==> config.mk <==
export PLATFORM = sky130hd
export DESIGN_NAME = joy_scanner
export DESIGN_NICKNAME = d
export VERILOG_FILES = /design/src/rtl/joy_scanner.sv
export SDC_FILE = /design/constraint.sdc
export NUM_CORES = 1
export LEC_CHECK = 0
export CAP_MARGIN = 0
export CORE_ASPECT_RATIO = 0.7
export CORE_UTILIZATION = 30
export DETAILED_ROUTE_END_ITERATION = 8
export SLEW_MARGIN = 15
export SYNTH_ARGS = -nofsm -noshare
export SYNTH_HDL_FRONTEND = slang
export SYNTH_SLANG_ARGS = --single-unit
==> constraint.sdc <==
create_clock -name clk12 -period 3.4 [get_ports clk12]
set_clock_uncertainty 0.1 [all_clocks]
set_input_delay 0.51 -clock clk12 [delete_from_list [all_inputs] [get_ports clk12]]
set_output_delay 0.51 -clock clk12 [all_outputs]
set_load 0.05 [all_outputs]
==> src/rtl/joy_scanner.sv <==
// Joystick scanner: strobes an external parallel-in shift register, clocks out 24 bits per frame
// and commits them (optionally debounced across two frames) to two 12-bit joystick words.
module joy_scanner #(
  parameter int unsigned CLK_DIV  = 16,
  parameter bit          DEBOUNCE = 1'b1
) (
  input  logic        clk12,
  input  logic        pll_lckd,
  input  logic        scan_en,
  input  logic        JOY_DATA,
  output logic        JOY_CLK,
  output logic        JOY_LOAD,
  output logic [11:0] joystick1,
  output logic [11:0] joystick2,
  output logic        frame_done
);

  typedef enum logic [2:0] {
    ST_IDLE   = 3'd0,
    ST_LOAD   = 3'd1,
    ST_GAP    = 3'd2,
    ST_SHIFT  = 3'd3,
    ST_COMMIT = 3'd4
  } state_t;

  localparam logic [7:0] DIV_LAST  = 8'(CLK_DIV - 1);
  localparam logic [4:0] PCNT_LAST = 5'd25;

  state_t      state_r, state_next_s;
  logic [7:0]  div_r, div_next_s;
  logic [4:0]  pcnt_r, pcnt_next_s, bit_idx_s;
  logic        joy_clk_r, joy_clk_next_s, joy_load_r, frame_done_r;
  logic        tick_s, rise_s, commit_s;
  logic [23:0] shadow_r, shadow_next_s, prev_r;
  logic [23:0] map_new_s, map_prev_s, map_eq_s, joy_next_s;
  logic [11:0] joy1_r, joy2_r;

  // Scan order k -> {joystick2, joystick1} bit position.
  function automatic logic [23:0] map_bits(input logic [23:0] s);
    logic [11:0] j1;
    logic [11:0] j2;
    j1 = {s[21], s[20], s[22], s[0], s[23], s[1], s[2], s[3], s[4], s[5], s[6], s[7]};
    j2 = {s[17], s[16], s[18], s[8], s[19], s[9], s[10], s[11], s[12], s[13], s[14], s[15]};
    return {j2, j1};
  endfunction

  // Next-state, divider, shift-clock and shadow capture.
  always_comb begin
    state_next_s   = state_r;
    div_next_s     = 8'd0;
    pcnt_next_s    = pcnt_r;
    joy_clk_next_s = joy_clk_r;
    shadow_next_s  = shadow_r;
    commit_s       = 1'b0;
    tick_s         = (div_r == DIV_LAST);
    rise_s         = tick_s & ~joy_clk_r;
    bit_idx_s      = pcnt_r - 5'd2;
    case (state_r)
      ST_IDLE: begin
        pcnt_next_s = 5'd0;
        // Enter LOAD with the clock high so the load strobe spans one full period.
        if (scan_en) begin
          state_next_s   = ST_LOAD;
          joy_clk_next_s = 1'b1;
        end else begin
          joy_clk_next_s = 1'b0;
        end
      end
      ST_LOAD, ST_GAP, ST_SHIFT: begin
        if (!tick_s) begin
          div_next_s = div_r + 8'd1;
        end else if (!scan_en) begin
          state_next_s   = ST_IDLE;
          pcnt_next_s    = 5'd0;
          joy_clk_next_s = 1'b0;
        end else if (rise_s) begin
          joy_clk_next_s = 1'b1;
          pcnt_next_s    = pcnt_r + 5'd1;
          case (state_r)
            ST_LOAD: state_next_s = ST_GAP;
            ST_GAP:  state_next_s = ST_SHIFT;
            ST_SHIFT: begin
              shadow_next_s[bit_idx_s] = JOY_DATA;
              if (pcnt_r == PCNT_LAST) begin
                state_next_s = ST_COMMIT;
                commit_s     = 1'b1;
              end else begin
                state_next_s = ST_SHIFT;
              end
            end
            default: state_next_s = ST_IDLE;
          endcase
        end else begin
          joy_clk_next_s = 1'b0;
        end
      end
      ST_COMMIT: begin
        pcnt_next_s = 5'd0;
        if (scan_en) begin
          state_next_s = ST_LOAD;
        end else begin
          state_next_s   = ST_IDLE;
          joy_clk_next_s = 1'b0;
        end
      end
      default: begin
        state_next_s   = ST_IDLE;
        pcnt_next_s    = 5'd0;
        joy_clk_next_s = 1'b0;
      end
    endcase
  end

  // Commit value: a bit moves only when it matches the previous completed frame.
  always_comb begin
    map_new_s  = map_bits(shadow_next_s);
    map_prev_s = map_bits(prev_r);
    map_eq_s   = ~(map_new_s ^ map_prev_s);
    if (DEBOUNCE) begin
      joy_next_s = (map_new_s & map_eq_s) | ({joy2_r, joy1_r} & ~map_eq_s);
    end else begin
      joy_next_s = map_new_s;
    end
  end

  // State register.
  always_ff @(posedge clk12 or negedge pll_lckd) begin
    if (!pll_lckd) begin
      state_r <= ST_IDLE;
    end else begin
      state_r <= state_next_s;
    end
  end

  // Datapath and registered outputs; joystick words load on the edge into COMMIT.
  always_ff @(posedge clk12 or negedge pll_lckd) begin
    if (!pll_lckd) begin
      div_r        <= 8'd0;
      pcnt_r       <= 5'd0;
      joy_clk_r    <= 1'b0;
      joy_load_r   <= 1'b1;
      frame_done_r <= 1'b0;
      shadow_r     <= 24'hFFFFFF;
      prev_r       <= 24'hFFFFFF;
      joy1_r       <= 12'hFFF;
      joy2_r       <= 12'hFFF;
    end else begin
      div_r        <= div_next_s;
      pcnt_r       <= pcnt_next_s;
      joy_clk_r    <= joy_clk_next_s;
      joy_load_r   <= (state_next_s != ST_LOAD);
      frame_done_r <= commit_s;
      shadow_r     <= shadow_next_s;
      if (commit_s) begin
        prev_r           <= shadow_next_s;
        {joy2_r, joy1_r} <= joy_next_s;
      end
    end
  end

  assign JOY_CLK    = joy_clk_r;
  assign JOY_LOAD   = joy_load_r;
  assign joystick1  = joy1_r;
  assign joystick2  = joy2_r;
  assign frame_done = frame_done_r;

endmodule

# Yosys cells after proc, flatten, opt, wreduce, memory -nomap -nowiden
# Cells that the tools add are included.
# totals
regBits	91
input_bits	4
output_inout_bits	27
# op_classes
add_sub_neg	3
n_lt_le_gt_ge	2
n_eq_ne	10
mux	34
bitwise	8
reduce_logical	5
# ops
cell	count
$mux W24	5
$and A24 B24 Y24	2
$not A24 Y24	2
$bwmux W24	1
$or A24 B24 Y24	1
$xor A24 B24 Y24	1
$mux W5	4
$pmux W3 S3	2
$mux W8	2
$mux W3	5
$mux W1	13
$add A8 B1 Y8 const B	1
$eq A8 B4 Y1 const B	1
$eq A3 B2 Y1 const B	2
$lt A5 B6 Y1 const B	1
$add A5 B1 Y5 const B	1
$demux W1 S5	1
$eq A5 B5 Y1 const B	1
$ge A5 B1 Y1 const B	1
$sub A5 B2 Y5 const B	1
$ne A2 B2 Y1 const B	2
$reduce_and A2 Y1	2
$eq A3 B1 Y1 const B	1
$eq A3 B3 Y1 const B	1
8 further kinds	8

# Longest topological paths before layout
# depth
ltp_word	16
depth_mapped	10
mapped_depth_nobuf	8

# Worst setup path before layout
# Ideal clock, no wire load.
# synth_path
path_kind	reg2reg
start	register div_r[5]
end	register with a tool-made name
setup_time_ns	0.085
t_arrival_ns	2.390
t_required_ns	3.215
path_slack_ns	0.825
path_stages_with_launch	7
period_less_slack_ns	2.575
path_cell_list	dfrtp_1 -> or4_4 -> or4_4 -> buf_6 -> or4_1 -> a221oi_2 -> nor3_1
# synth_rtl
element	line_no	text
start, declared	30	logic [7:0] div_r, div_next_s;
start signal, assigned	148	div_r <= div_next_s;

==> results.sh <==
export IMPL_dr_pass1_iters=6
export IMPL_ys_seq_elements=91
export IMPL_cp_num_cells=5
export IMPL_layout_drive_gt1_share_pct=24.1
export IMPL_syn_inst=425
export IMPL_rr_worst_depth=5
export IMPL_worst_ep_required_time_ps=3570
export IMPL_slowest_stage="or4_4"
export IMPL_grt_usage_pct=15.1
export IMPL_synth_cell_types=48
export IMPL_synth_edf_count=0
export IMPL_syn_to_final_growth_pct=18.2
export IMPL_crit_family="simple AND/OR/NAND/NOR gates"
export IMPL_crit_buf_inv=0
export IMPL_peakVddDrop_mv=0.276
export IMPL_drt_total_wl_um=10600
export IMPL_synth_warnings=0
export IMPL_grt_antenna_before_repair=0
export IMPL_ys_seq_area_share_pct=54.4
export IMPL_place_congestion=0.798
export IMPL_async_reset_ff_share_pct=100
export IMPL_grt_overflow_total=0
export IMPL_route_detailed_wl_per_inst_um=16.3
export IMPL_cp_start_kind="flop"
export IMPL_drc=0
export IMPL_tritoncts="built"
export IMPL_placedCellCount=634
export IMPL_avgSynthCellArea_sq_um=10.2
export IMPL_tns_ps=0
export IMPL_grt_max_degree=75
export IMPL_max_cap_violations=0
export IMPL_critPathMaxFanout=20
export IMPL_slew_viol_final=0
export IMPL_syn_area_sq_um=4360
export IMPL_root_buffer="clkbuf_16"
export IMPL_r2r_start="div_r[5]"
export IMPL_num_vias=3410
export IMPL_drt_iter0_markers=264
export IMPL_path_cells="or4_4, or4_4, o41ai_1, a31oi_1, o22a_1"
export IMPL_power_density_nw_per_um2=599
export IMPL_fp_dieW_um=146
export IMPL_endpoint_kind="flop"
export IMPL_num_rows=36
export IMPL_grt_first_pass_wirelength_um=17600
export IMPL_rsz0062_at_grt="no"
export IMPL_max_freq_mhz=351
export IMPL_die_area_sq_um=15000
export IMPL_fin_cells=650
export IMPL_startpoint="div_r[5]"
export IMPL_initial_utilization_pct=31.0
export IMPL_synth_top_flop_cell="dfstp_2"
export IMPL_post_cts_buffers=0
export IMPL_tightest_slew_ps=945
export IMPL_path_class="flop to flop"
export IMPL_cts_sinks=91
export IMPL_port_buffers=30
export IMPL_diodes=0
export IMPL_cts_inserted_buffers=9
export IMPL_num_io_pins=31
export IMPL_cts_resized=0
export IMPL_htreeDepth=3
export IMPL_relSlewSlack_pct=37.0
export IMPL_antenna_left=0
export IMPL_ctsHoldBuffers=0
export IMPL_cts_buffer_depth=2
export IMPL_clk_latency_ps=340
export IMPL_hold_viol=0
export IMPL_viasPerCell=5.25
export IMPL_synthesis_nets=436
export IMPL_p_leak_nw=2.09
export IMPL_min_period_over_period_pct=83.7
export IMPL_hp_class="primary input to asynchronous set/reset pin"
export IMPL_nNetsFinal=466
export IMPL_grt_pass1_vias=3384
export IMPL_slowest_delay_ps=660
export IMPL_period_minus_slack_ps=2850
export IMPL_outcome="completed"
export IMPL_setup_viol=0
export IMPL_r2r_slack_ps=550
export IMPL_crit_arrival_ps=3020
export IMPL_hold_ws_ps=217
export IMPL_cts_clk_slew_worst_paths_ps=60
export IMPL_dp_hpwl_um=7300
export IMPL_die_h_um=103
export IMPL_cp_common_cell="or4_4"
export IMPL_core_sq_um=14100
layer usage:
metal | GRT usage, % | up-vias | share of wire, %
met1 | 21.2 | 1710 | 51
met2 | 23.3 | 89 | 44
li1 | - | 1603 | -
met3 | 3.94 | 8 | 4.9
met5 | 0 | - | 0
met4 | 4.17 | 0 | 0.88
where the power goes:
group / switching [mW] / internal (mW) / leakage [nW]
Combinational: 0.622 / 0.284 / 0.974
Sequential: 0.103 / 1.16 / 0.985
Clock: 0.399 / 0.513 / 0.133
Total: 1.12 / 1.96 / 2.09
cell usage after synthesis, types with 9 or more instances:
library cell  number  area (sq um)
nor3_1            14          70.1
nand3_1           11          55.1
dfstp_2           73          1920
inv_1             22          82.6
nor2_1            20          75.1
o41ai_1            9          78.8
o21ai_0           39           195
clkbuf_1          17          63.8
a21oi_1           30           150
nand2_1           44           165
nand4_1           11          68.8
dfrtp_1           18           450
how the worst min path moves through the flow:
stage | from | end | slack [ps] | cells after the start
after floorplan | pll_lckd | JOY_CLK | 110 | 0
after global placement | div_r[0] | div_r[0] | 340 | 1
after detailed placement | div_r[0] | div_r[0] | 360 | 1
after CTS | pll_lckd | pcnt_r[1] | 260 | 1
after global routing | pll_lckd | div_r[6] | 280 | 1
final | pll_lckd | div_r[6] | 220 | 1
cells by family after synthesis:
group / synth area share, %
buf+inv: 4.31
mux: 1.84
flops: 54.4
fa+ha+maj: 2.01
xor+xnor: 2.21
compound gates: 18.8
simple gates: 16.5
metrics by stage:
stage	setup slack (ps)	util [%]	total power, mW	cell area (sq um)
2_1_floorplan	825	-	1.86	4360
3_3_place_gp	382	34.8	2.15	4880
3_5_place_dp	289	34.8	2.17	4880
4_1_cts	595	36.6	3.10	5150
5_1_grt	488	36.6	3.26	5150
6_report	554	36.6	3.08	5150
layout by cell type (no fill, tap or decap), types with 9 or more instances in the layout:
| cell | n |
|---|---|
| o41ai_1 | 9 |
| dfrtp_1 | 18 |
| o21ai_0 | 39 |
| dfstp_2 | 73 |
| clkdlybuf4s50_1 | 29 |
| nand4_1 | 11 |
| buf_4 | 13 |
| inv_1 | 22 |
| nand2_1 | 43 |
| nor3_1 | 14 |
| nand3_1 | 11 |
| a21oi_1 | 30 |
| nor2_1 | 20 |
| clkbuf_16 | 9 |
cell type report:
| class | instances | area [sq um] |
|---|---|---|
| Clock buffer | 13 | 250 |
| Inverter | 22 | 82.6 |
| Multi-Input combinational cell | 289 | 1810 |
| Tap cell | 190 | 238 |
| Timing Repair Buffer | 42 | 388 |
| Sequential cell | 91 | 2370 |
| Fill cell | 1413 | 8900 |
| Clock inverter | 3 | 15.0 |
Power figures use the tool's default switching activity.
